===== config.mk =====
export PLATFORM = sky130hd
export DESIGN_NAME = bram_port_arbiter
export DESIGN_NICKNAME = d
export VERILOG_FILES = /design/src/rtl/bram_port_arbiter.sv
export SDC_FILE = /design/constraint.sdc
export NUM_CORES = 1
export LEC_CHECK = 0
export ABC_AREA = 1
export CAP_MARGIN = 0
export CORE_AREA = 2 2 121 123
export DETAILED_ROUTE_END_ITERATION = 8
export DIE_AREA = 0 0 123 125
export PLACE_DENSITY = 0.67
export SETUP_SLACK_MARGIN = 0.1
export SLEW_MARGIN = 20
export SYNTH_ARGS = -nofsm -noshare
export SYNTH_HDL_FRONTEND = slang
export SYNTH_SLANG_ARGS = --single-unit

===== constraint.sdc =====
create_clock -name clk -period 3.4 [get_ports clk]
set_input_delay 0.68 -clock clk [delete_from_list [all_inputs] [get_ports clk]]
set_output_delay 0.68 -clock clk [all_outputs]
set_load 0.1 [all_outputs]

===== src/rtl/bram_port_arbiter.sv =====
// bram_port_arbiter: round-robin arbiter sharing one BRAM port among NUM_REQ requesters
//   with optional per-requester lock for bounded back-to-back bursts.
// Ports:
//   clk, reset            clock; asynchronous active-high reset
//   req_valid/req_lock    per-requester request and burst-lock bits
//   req_we/addr/wdata     packed per-requester byte enables, word address, write data
//   req_ready             one-hot grant (combinational)
//   rsp_valid/rsp_rdata   one-hot read response one cycle after a read accept
//   bram_en/we/addr/din   BRAM port driven from the granted requester
//   bram_dout             BRAM registered read data
module bram_port_arbiter #(
    parameter int NUM_REQ    = 4,
    parameter int ADDR_WIDTH = 10,
    parameter int COL_WIDTH  = 8,
    parameter int NB_COL     = 4,
    parameter int MAX_BURST  = 4
) (
    input  logic                                  clk,
    input  logic                                  reset,
    input  logic [NUM_REQ-1:0]                    req_valid,
    input  logic [NUM_REQ-1:0]                    req_lock,
    input  logic [NUM_REQ*NB_COL-1:0]             req_we,
    input  logic [NUM_REQ*ADDR_WIDTH-1:0]         req_addr,
    input  logic [NUM_REQ*NB_COL*COL_WIDTH-1:0]   req_wdata,
    output logic [NUM_REQ-1:0]                    req_ready,
    output logic [NUM_REQ-1:0]                    rsp_valid,
    output logic [NB_COL*COL_WIDTH-1:0]           rsp_rdata,
    output logic                                  bram_en,
    output logic [NB_COL-1:0]                     bram_we,
    output logic [ADDR_WIDTH-1:0]                 bram_addr,
    output logic [NB_COL*COL_WIDTH-1:0]           bram_din,
    input  logic [NB_COL*COL_WIDTH-1:0]           bram_dout
);
    localparam int IW = $clog2(NUM_REQ);
    localparam int BW = $clog2(MAX_BURST + 1);
    localparam int DW = NB_COL * COL_WIDTH;

    typedef enum logic {FREE, LOCKED} state_t;

    state_t             state, state_n;
    logic [IW-1:0]      owner, owner_n, rr_ptr, rr_n;
    logic [BW-1:0]      burst_cnt, burst_n;
    logic [IW-1:0]      cand, rr_idx, grant;
    logic               rr_found, grant_any, grant_ok;
    logic [NUM_REQ-1:0] rsp_n;

    always_ff @(posedge clk or posedge reset) begin
        if (reset) begin
            state     <= FREE;
            owner     <= '0;
            burst_cnt <= '0;
            rr_ptr    <= '0;
            rsp_valid <= '0;
        end else begin
            state     <= state_n;
            owner     <= owner_n;
            burst_cnt <= burst_n;
            rr_ptr    <= rr_n;
            rsp_valid <= rsp_n;
        end
    end

    // Scan from the farthest offset down so the nearest valid requester after rr_ptr wins.
    always_comb begin
        rr_found = 1'b0;
        rr_idx   = '0;
        cand     = '0;
        for (int j = NUM_REQ - 1; j >= 0; j--) begin
            cand = IW'((int'(rr_ptr) + j) % NUM_REQ);
            if (req_valid[cand]) begin
                rr_found = 1'b1;
                rr_idx   = cand;
            end
        end
    end

    always_comb begin
        state_n   = state;
        owner_n   = owner;
        burst_n   = burst_cnt;
        rr_n      = rr_ptr;
        grant     = rr_idx;
        grant_any = rr_found;
        if (state == LOCKED && req_valid[owner]) begin
            grant     = owner;
            grant_any = 1'b1;
            burst_n   = burst_cnt + 1'b1;
            if (burst_n == BW'(MAX_BURST) || !req_lock[owner]) begin
                state_n = FREE;
                burst_n = '0;
            end
        end else begin
            // An owner that dropped valid loses the lock and competes like everyone else.
            state_n = FREE;
            burst_n = '0;
            if (rr_found) begin
                rr_n = (rr_idx == IW'(NUM_REQ - 1)) ? '0 : rr_idx + 1'b1;
                if (req_lock[rr_idx] && MAX_BURST > 1) begin
                    state_n = LOCKED;
                    owner_n = rr_idx;
                    burst_n = BW'(1);
                end
            end
        end
        grant_ok  = grant_any && !reset;
        req_ready = '0;
        bram_we   = '0;
        bram_addr = '0;
        bram_din  = '0;
        if (grant_ok) begin
            req_ready[grant] = 1'b1;
            bram_we          = req_we[grant*NB_COL +: NB_COL];
            bram_addr        = req_addr[grant*ADDR_WIDTH +: ADDR_WIDTH];
            bram_din         = req_wdata[grant*DW +: DW];
        end
        bram_en = grant_ok;
        rsp_n   = (grant_ok && bram_we == '0) ? req_ready : '0;
    end

    assign rsp_rdata = (|rsp_valid) ? bram_dout : '0;
endmodule


# ---- Yosys cells after proc, flatten, opt, wreduce, memory -nomap -nowiden
# Index checks and enable logic that the tools add are counted.
dict set report op_classes {
  n_reduce_logical 11
  mul 1
  n_eq_ne 3
  shifts 3
  order_cmp 8
  muxes 41
  addsub 5
  bitwise 1
}
# op count
set op_table {}
lappend op_table {{128-bit by 8-bit indexed part select with 32-bit output} 1}
lappend op_table {{32-bit two-way mux} 2}
lappend op_table {{40-bit by 7-bit indexed part select with 10-bit output} 1}
lappend op_table {{2-bit by 3-bit < comparator with 1-bit output (second input constant)} 7}
lappend op_table {{1-bit two-way mux} 19}
lappend op_table {{16-bit by 5-bit indexed part select with 4-bit output} 1}
lappend op_table {{1-bit binary-select mux with 2-bit select} 7}
lappend op_table {{2-bit two-way mux} 6}
lappend op_table {{4-bit two-way mux} 3}
lappend op_table {{10-bit two-way mux} 1}
lappend op_table {{3-bit two-way mux} 2}
lappend op_table {{2-bit by 3-bit multiplier with 5-bit output (second input constant)} 1}
lappend op_table {{2-bit by 1-bit adder with 2-bit output (second input constant)} 2}
lappend op_table {{2-bit adder (second input constant)} 2}
lappend op_table {{1-bit logical AND} 4}
lappend op_table {{4-bit logical NOT} 1}
lappend op_table {{4-bit OR reduction} 1}
lappend op_table {{3-bit by 1-bit adder with 3-bit output (second input constant)} 1}
lappend op_table {{3-bit equality test (second input constant)} 1}
lappend op_table {{3-bit AND reduction} 1}
lappend op_table {{1-bit demux with 2-bit select} 1}
lappend op_table {{2-bit equality test (second input constant)} 1}
lappend op_table {{2-bit by 1-bit >= comparator with 1-bit output (second input constant)} 1}
lappend op_table {{1-bit logical NOT} 2}
lappend op_table {{other kinds (4)} 4}
dict set report word_totals {
  output_inout_bits 87
  wordCells 78
  inputBits 226
  reg_bits 12
}

# ---- Depth between registers and ports, before layout
# Gate-level depths: netlist of the first run.
dict set report logic_depth {
  depth_word 14
  ltp_mapped 17
  depth_no_buf 17
}

# ---- Worst setup path before layout of the first run
# Ideal clock, no wire load.
dict set report synth_path {
  kind {input to output}
  startpoint {input port req_valid[3]}
  endpoint {output port bram_addr[0]}
  n_path_buf 2
  setup_slack_ps -1791
  t_required_ps 2720
  arrival_ps 4511
  path_stages 10
  path_cell_list {inv_1 -> o21ai_1 -> nand2_1 -> nand3_1 -> a2111oi_1 -> nor2_1 -> inv_2 -> buf_4 -> buf_4 -> a31oi_1}
}
dict set report synth_between {
  elab_cells_between_ends 25
  cone_classes {mul: 1; shift: 1; mux: 21; reduce/logical: 2}
}
# element line_no
set synth_lines {}
lappend synth_lines {{start, declared} 20} ;# input logic [NUM_REQ-1:0] req_valid,
lappend synth_lines {{1-bit binary-select mux with 2-bit select} 70} ;# if (req_valid[cand]) begin
lappend synth_lines {{1-bit two-way mux (implied by the code)} 70}
lappend synth_lines {{1-bit two-way mux (4 in a row)} 70}
lappend synth_lines {{1-bit two-way mux (*)} 84} ;# if (state == LOCKED && req_valid[owner]) begin
lappend synth_lines {{1-bit logical AND (*)} 105} ;# grant_ok = grant_any && !reset;
lappend synth_lines {{net bram_en} 28} ;# output logic bram_en,
lappend synth_lines {{10-bit two-way mux (*)} 110} ;# if (grant_ok) begin
lappend synth_lines {{end, declared} 30} ;# output logic [ADDR_WIDTH-1:0] bram_addr,
# The timed path passes the listed nets; every way through them passes the cells marked *. The select of a mux whose other input is x is not followed.

# ---- Worst setup path after layout of the first run
dict set report layout_path {
  startpoint {register rr_ptr[0]}
  endpoint {output port bram_addr[3]}
}
dict set report layout_between {
  elab_chain_len 11
  elab_cells_between_ends 25
  cone_classes {add/sub: 3; mul: 1; shift: 1; mux: 19; reduce/logical: 1}
}
# element line_no
set layout_rtl {}
lappend layout_rtl {{start, declared} 41} ;# logic [IW-1:0] owner, owner_n, rr_ptr, rr_n;
lappend layout_rtl {{start signal, assigned} 58} ;# rr_ptr <= rr_n;
lappend layout_rtl {{2-bit adder} 69} ;# cand = IW'((int'(rr_ptr) + j) % NUM_REQ);
lappend layout_rtl {{1-bit binary-select mux with 2-bit select} 70}
lappend layout_rtl {{1-bit two-way mux (implied by the code)} 70}
lappend layout_rtl {{2-bit two-way mux (4 in a row)} 70}
lappend layout_rtl {{2-bit two-way mux} 84}
lappend layout_rtl {{2-bit by 3-bit multiplier with 5-bit output} 113} ;# bram_addr = req_addr[grant*ADDR_WIDTH +: ADDR_WIDTH];
lappend layout_rtl {{40-bit by 7-bit indexed part select with 10-bit output} 113}
lappend layout_rtl {{10-bit two-way mux (*)} 110}
# Every way passes the cells marked *; elsewhere a longest branch is shown, timed or not. The select of a mux whose other input is x is not followed.

==> results of run 1 <==
-- synth_stat cells, drive strengths merged --
master / instances
clkbuf: 3
nor4: 1
buf: 34
nor2: 45
dfrtp: 12
a31oi: 42
a21oi: 9
o21ai: 13
ha: 2
o2111ai: 1
nand3: 61
nand2: 280
xnor2: 2
inv: 54
a2111oi: 1
-- sequential cells by signal, indices dropped and copies added (netlist names) --
register and flops:
rsp_valid 4, burst_cnt 3, owner 2, rr_ptr 2, state 1
-- stage by stage --
| stage | worst slack, ns | util | hold slack [ns] | cell area, µm² |
|---|---|---|---|---|
| CTS | 0.05349 | 0.5682 | 0.5543 | 8070 |
| global route | 0.03588 | 0.5875 | 0.5876 | 8344 |
| finish | 0.1521 | 0.5875 | 0.5509 | 8344 |
| floorplan | -0.1039 | - | 0.4733 | 3580 |
| global placement | -0.3170 | 0.5309 | 0.4958 | 7541 |
| detailed placement | -0.3309 | 0.5309 | 0.5385 | 7541 |
-- per-layer routing --
layer | global-route usage | vias to the layer above | part of all wire
met4 | 0.05882 | 0 | 0.032
li1 | - | 2497 | -
met3 | 0.05246 | 41 | 0.093
met2 | 0.3962 | 254 | 0.51
met5 | 0 | - | 0
met1 | 0.2312 | 2257 | 0.36
-- layout make-up --
cell class                 instances  area [µm²]  area share
clock buffer                       4       88.84     0.01065
tap                              184       230.2     0.02759
inverter                          54       230.2     0.02759
sequential                        12       302.8     0.03629
timing repair buffer             390        4514      0.5410
multi-input combinational        457        2978      0.3569
-- how the worst max path moves through the flow --
stage	start	to	cells after the start
6_report	rr_ptr[0]	bram_addr[3]	16
3_5_place_dp	req_valid[3]	bram_we[2]	15
5_1_grt	rr_ptr[0]	bram_din[24]	16
2_1_floorplan	req_valid[3]	bram_we[0]	9
4_1_cts	req_valid[2]	bram_we[2]	16
3_3_place_gp	req_valid[3]	bram_we[2]	15
-- worst min-delay path, delay by kind of cell (launching register included) --
family | cells | cell delay [ns]
AO/OA/AOI/OAI | 1 | 0.07
AND/OR/NAND/NOR | 1 | 0.06
flip-flops | 1 | 0.38
-- what timing repair did --
item	in CTS	in global routing
setup endpoints to repair	50	55
gates resized for setup	44	36
buffers inserted	16	10
pin swaps	15	26
hold buffers	0	0
cloned	7	4
-- logic make-up (layout without fill, tap and decap cells) --
family | after synthesis | in the layout | synth area share
XOR/XNOR | 2 | 2 | 0.006394
flip-flops | 12 | 12 | 0.1096
AND/OR/NAND/NOR | 387 | 387 | 0.5799
buffers and inverters | 91 | 448 | 0.1521
adder cells (fa/ha/maj) | 2 | 2 | 0.009131
AO/OA/AOI/OAI | 66 | 66 | 0.1429
==> metrics.md, run 1 <==
| Metric | Value |
|---|---|
| Period minus WS final | `3.248 ns` |
| First-pass GRT wire length | `25.60 mm` |
| Worst path max stage delay | `0.43 ns` |
| Routed vias | `between 5k and 6k` |
| FF-to-FF End | `burst_cnt[0]` |
| TritonCTS clock tree | `yes` |
| Initial DRC Count | `141` |
| Startpoint of the worst register-to-register path | `rr_ptr[0]` |
| Arr. time, crit path | `2.57 ns` |
| Period utilisation layout | `0.9553` |
| # setup viols final | `0` |
| Worst r2r path cells | `23` |
| Hold Startpoint | `owner[1]` |
| Largest net degree at the start of global routing | `33` |
| # fillers | `1315` |
| Fraction of layout instances using a drive strength above 1 | `0.3446` |
| Top cell type's share of synthesized area | `0.3740` |
| Hold Path Stages | `2` |
| WS Path Type | `register to output port` |
| Area leader, netlist | `nand2_1` |
| CTS Buf Count | `3` |
| Cell mode on critical path | `nand2_2` |
| Via/cell ratio | `4.586` |
| Placed Cells incl. Taps | `1060` |
| Maximum clock rate | `307.9 MHz` |
| Post-route ant nets | `0` |
| Io pins | `313` |
| Setup TNS | `0 ns` |
| Area Overhead vs Synth | `204.5%` |
| Final #Nets | `1146` |
| Die width | `123 µm` |
| Gate Count Post-Synth | `560` |
| Max FO, Critical Path | `7` |
| Commonest non-fill, non-tap cell in the layout | `nand2_1` |
| Post-DP HPWL | `~13 mm` |
| Clock Latency Late Sink | `0.24 ns` |
| # clock sinks | `12` |
| CP Buf/Inv Count | `4` |
| CTS root buffer | `clkbuf_16` |
| Hold Path Sink | `owner[1]` |
| Core area | `around 14000 µm²` |
| Initial Utilization | `0.1929` |
| Slew margin rel. | `0.6927` |
| Syn Nets | `~790` |
| Post-route insts no fill | `1101` |
| Commonest non-fill, non-tap cells in the layout | `246 x nand2_1, 221 x clkdlybuf4s50_1, 84 x buf_4, 62 x buf_12, 51 x nand3_1` |
| Syn avg cell area | `4.893 µm²` |
| Routed len/inst | `15.89 µm` |
| Final Max Tran Viols | `0` |
| First-pass DRT Iterations | `4` |
| Synth area leaders | `nand2_1 37%, dfrtp_1 11%, nand3_1 11%, a31oi_1 9.6%, inv_1 6.6%` |
| Core Rows | `44` |
| Post-Route WL | `17.50 mm` |
| Die area | `15380 µm²` |
| Req. time, crit path | `roughly 2.7 ns` |
| Hold Path Class | `register to register` |
| Gr usage total | `0.2113` |
| Hold Fails Final Rpt | `0` |
| Antenna cell count | `0` |
| RD Place Congestion | `between 0.8 and 0.9` |
| CP delay by family, top | `simple AND/OR/NAND/NOR gates` |
| R2r setup slk | `~0.24 ns` |
| H-tree depth | `1` |
| Clk buf depth | `2` |
| Number of I/O port buffers | `roughly 310` |
| Vias in the first global route | `4886` |
| Worst-path cell chain | `inv_1 -> nand2_1 -> nand2_2 -> nand2_2 -> nand3_2 -> nand2_2 -> nand2_2 -> nand3_4 -> nand2_8 -> buf_6 -> clkbuf_16 -> nand2_1 -> nand2_1 -> nand2_2 -> a31oi_4 -> buf_12` |
| Drt drc | `0` |
| Startpoint Class | `register` |
| Endpoint type of the worst setup path | `output port` |
| Clk_skew | `0.001883 ns` |
| Flip-flop and latch count after synthesis | `12` |
| Max-Cap Viols | `0` |
| Clock transition at path regs | `0.04 ns` |
| Post-Synthesis Cell Area | `2740 µm²` |
| Slew @ Worst Pin | `0.4609 ns` |
| Initial antenna violation count | `0` |
| Seq/Total Area, Yosys | `0.1096` |
| Die Height | `125 µm` |
| Yosys cell types | `24` |
| GRT overflow | `0` |
| Status | `complete, no violations` |
| RSZ-0062 raised after global routing | `true` |
| Slowest cell on crit path | `dfrtp_2` |
| Ys Warns | `0` |
Power of run 1 is not shown: default switching activity piles up to over one toggle a cycle in this logic, so the estimate is an artifact.
==> run 2: changes to the inputs <==
--- a/config.mk
+++ b/config.mk
@@ -12,7 +12,6 @@
 export DIE_AREA = 0 0 123 125
 export PLACE_DENSITY = 0.67
 export SETUP_SLACK_MARGIN = 0.1
-export SLEW_MARGIN = 20
 export SYNTH_ARGS = -nofsm -noshare
 export SYNTH_HDL_FRONTEND = slang
 export SYNTH_SLANG_ARGS = --single-unit
==> results of run 2 <==
The final DEF is identical to that of run 1; final timing and power are the same.
Power of run 2 is left out for the same reason.
==> run 3: changes to the inputs <==
--- a/config.mk
+++ b/config.mk
@@ -7,10 +7,11 @@
 export LEC_CHECK = 0
 export ABC_AREA = 1
 export CAP_MARGIN = 0
-export CORE_AREA = 2 2 121 123
+export CORE_AREA = 2 2 122 124
 export DETAILED_ROUTE_END_ITERATION = 8
-export DIE_AREA = 0 0 123 125
-export PLACE_DENSITY = 0.67
+export DIE_AREA = 0 0 124 126
+export DONT_BUFFER_PORTS = 1
+export PLACE_DENSITY = 0.38
 export SETUP_SLACK_MARGIN = 0.1
 export SYNTH_ARGS = -nofsm -noshare
 export SYNTH_HDL_FRONTEND = slang
==> metrics.md, run 3 (synthesis gave the netlist of run 1 again) <==
| Metric | Value |
|---|---|
| Status | `complete, no violations` |
| Biggest regs | `rsp_valid x4, burst_cnt x3` |
| First-pass DRT Iterations | `6` |
| Clk buf depth | `2` |
| Initial antenna violation count | `1` |
| Max FO, Critical Path | `14` |
| Core area | `14310 µm²` |
| Area Overhead vs Synth | `103.8%` |
| Die width | `124 µm` |
| Largest Register | `rsp_valid` |
| Period utilisation layout | `0.9636` |
| Antenna cell count | `0` |
| Drt drc | `0` |
| RD Place Congestion | `0.8751` |
| Initial DRC Count | `between 150 and 200` |
| Final Max Tran Viols | `0` |
| Maximum clock rate | `305.2 MHz` |
| Die Height | `126 µm` |
| GRT overflow | `0` |
| RSZ-0062 raised after global routing | `true` |
| First-pass GRT wire length | `~21 mm` |
| Hold_ws | `0.3482 ns` |
| Arr. time, crit path | `~2.6 ns` |
| Vias in the first global route | `3928` |
| Clock Latency Late Sink | `0.24 ns` |
| TritonCTS clock tree | `yes` |
| Routed len/inst | `18.23 µm` |
| Hold Fails Final Rpt | `0` |
| Area of the multi-input gates | `approximately 3000 µm²` |
| Slew @ Worst Pin | `0.7204 ns` |
| H-tree depth | `1` |
| Setup TNS | `0 ns` |
| Largest net degree at the start of global routing | `36` |
| Post-route ant nets | `0` |
| # setup viols final | `0` |
| Fraction of layout instances using a drive strength above 1 | `0.3950` |
| Die area | `about 16000 µm²` |
| Core Rows | `44` |
| Largest register FFs | `4` |
| Storage cell area | `302.8 µm²` |
| CTS root buffer | `clkbuf_16` |
| Clk_skew | `0.001275 ns` |
| # fillers | `1507` |
| Gr usage total | `0.1776` |
| R2r setup slk | `0.81 ns` |
| # clock sinks | `12` |
| Io pins | `313` |
| Req. time, crit path | `2.72 ns` |
| Routed vias | `between 3k and 4k` |
| Commonest non-fill, non-tap cells in the layout | `252 x nand2_1, 64 x buf_12, 53 x nand3_1, 46 x inv_1, 42 x a31oi_4` |
| Initial Utilization | `0.1914` |
| Final #Nets | `872` |
| Post-DP HPWL | `between 10 and 15 mm` |
| WS Path Type | `register to output port` |
| Period minus WS final | `3.276 ns` |
| Startpoint Class | `register` |
| Commonest non-fill, non-tap cell in the layout | `nand2_1` |
| Slew margin rel. | `0.5186` |
| Endpoint type of the worst setup path | `output port` |
| Via/cell ratio | `4.815` |
| Clock transition at path regs | `0.05 ns` |
| Hold Path Class | `input pin to async pin` |
| Max-Cap Viols | `0` |
| CTS Buf Count | `3` |
| Number of I/O port buffers | `0` |
| Post-Route WL | `15.08 mm` |
## run 3: cell types whose count changed in the layout (fill, tap and decap cells not counted), sizes merged
cell           change
bufbuf             -1
clkbuf             -5
clkinv             -1
clkdlybuf4s50    -221
inv                +1
buf               -47
## run 3: cell type report
cell class | instances | share of cell area
clock buffer | 4 | 0.01591
inverter | 54 | 0.04078
multi-input combinational | 457 | 0.5277
sequential | 12 | 0.05422
tap | 184 | 0.04123
timing repair buffer | 116 | 0.3202
## run 3: critical path, cell delays in order (launching register included)
cell	delay (ns)
dfrtp_2	0.49
buf_6	0.16
nand2_2	0.08
nand3_2	0.10
nand2_2	0.11
nand3_2	0.09
nand2_2	0.07
nand2_2	0.06
nand3_4	0.09
nand2_8	0.11
nor2_4	0.19
buf_6	0.14
buf_12	0.14
nand2_2	0.08
a31oi_4	0.20
buf_12	0.19
## run 3: path summary, 6_finish.rpt
path	start	to	cells past startpoint
max in group asynchronous	reset	rr_ptr[1]	1
setup / recovery	rr_ptr[0]	bram_din[19]	15
hold reg to reg	burst_cnt[0]	burst_cnt[0]	1
hold / removal	reset	owner[0]	1
min in group clk	burst_cnt[0]	burst_cnt[0]	1
setup reg to reg	rr_ptr[0]	rsp_valid[2]	12
## run 3: metrics by stage
| stage | std cells | utilization | area (µm²) | setup WS [ns] |
|---|---|---|---|---|
| after floorplan | 560 | - | 3580 | -0.1039 |
| after global placement | 810 | 0.3594 | 5144 | 0.1908 |
| after detailed placement | 810 | 0.3594 | 5144 | 0.1323 |
| after CTS | 823 | 0.3772 | 5399 | 0.1033 |
| after global routing | 827 | 0.3901 | 5584 | -0.001124 |
| final | 827 | 0.3901 | 5584 | 0.1238 |
## run 3: repair_timing
action,4_1_cts,5_1_grt
cloned,1,2
endpoints found under the setup margin,48,49
pin swaps,7,40
setup buffers,8,2
resized for setup,18,34
hold buffers,0,0
## run 3: routing by layer
layer	wire, µm	part of all wire	track usage
met5	13	0.00086	0
met4	286	0.019	0.03966
met3	1471	0.098	0.05707
met2	7771	0.52	0.3342
met1	5535	0.37	0.1898
Power of run 3 is left out for the same reason.
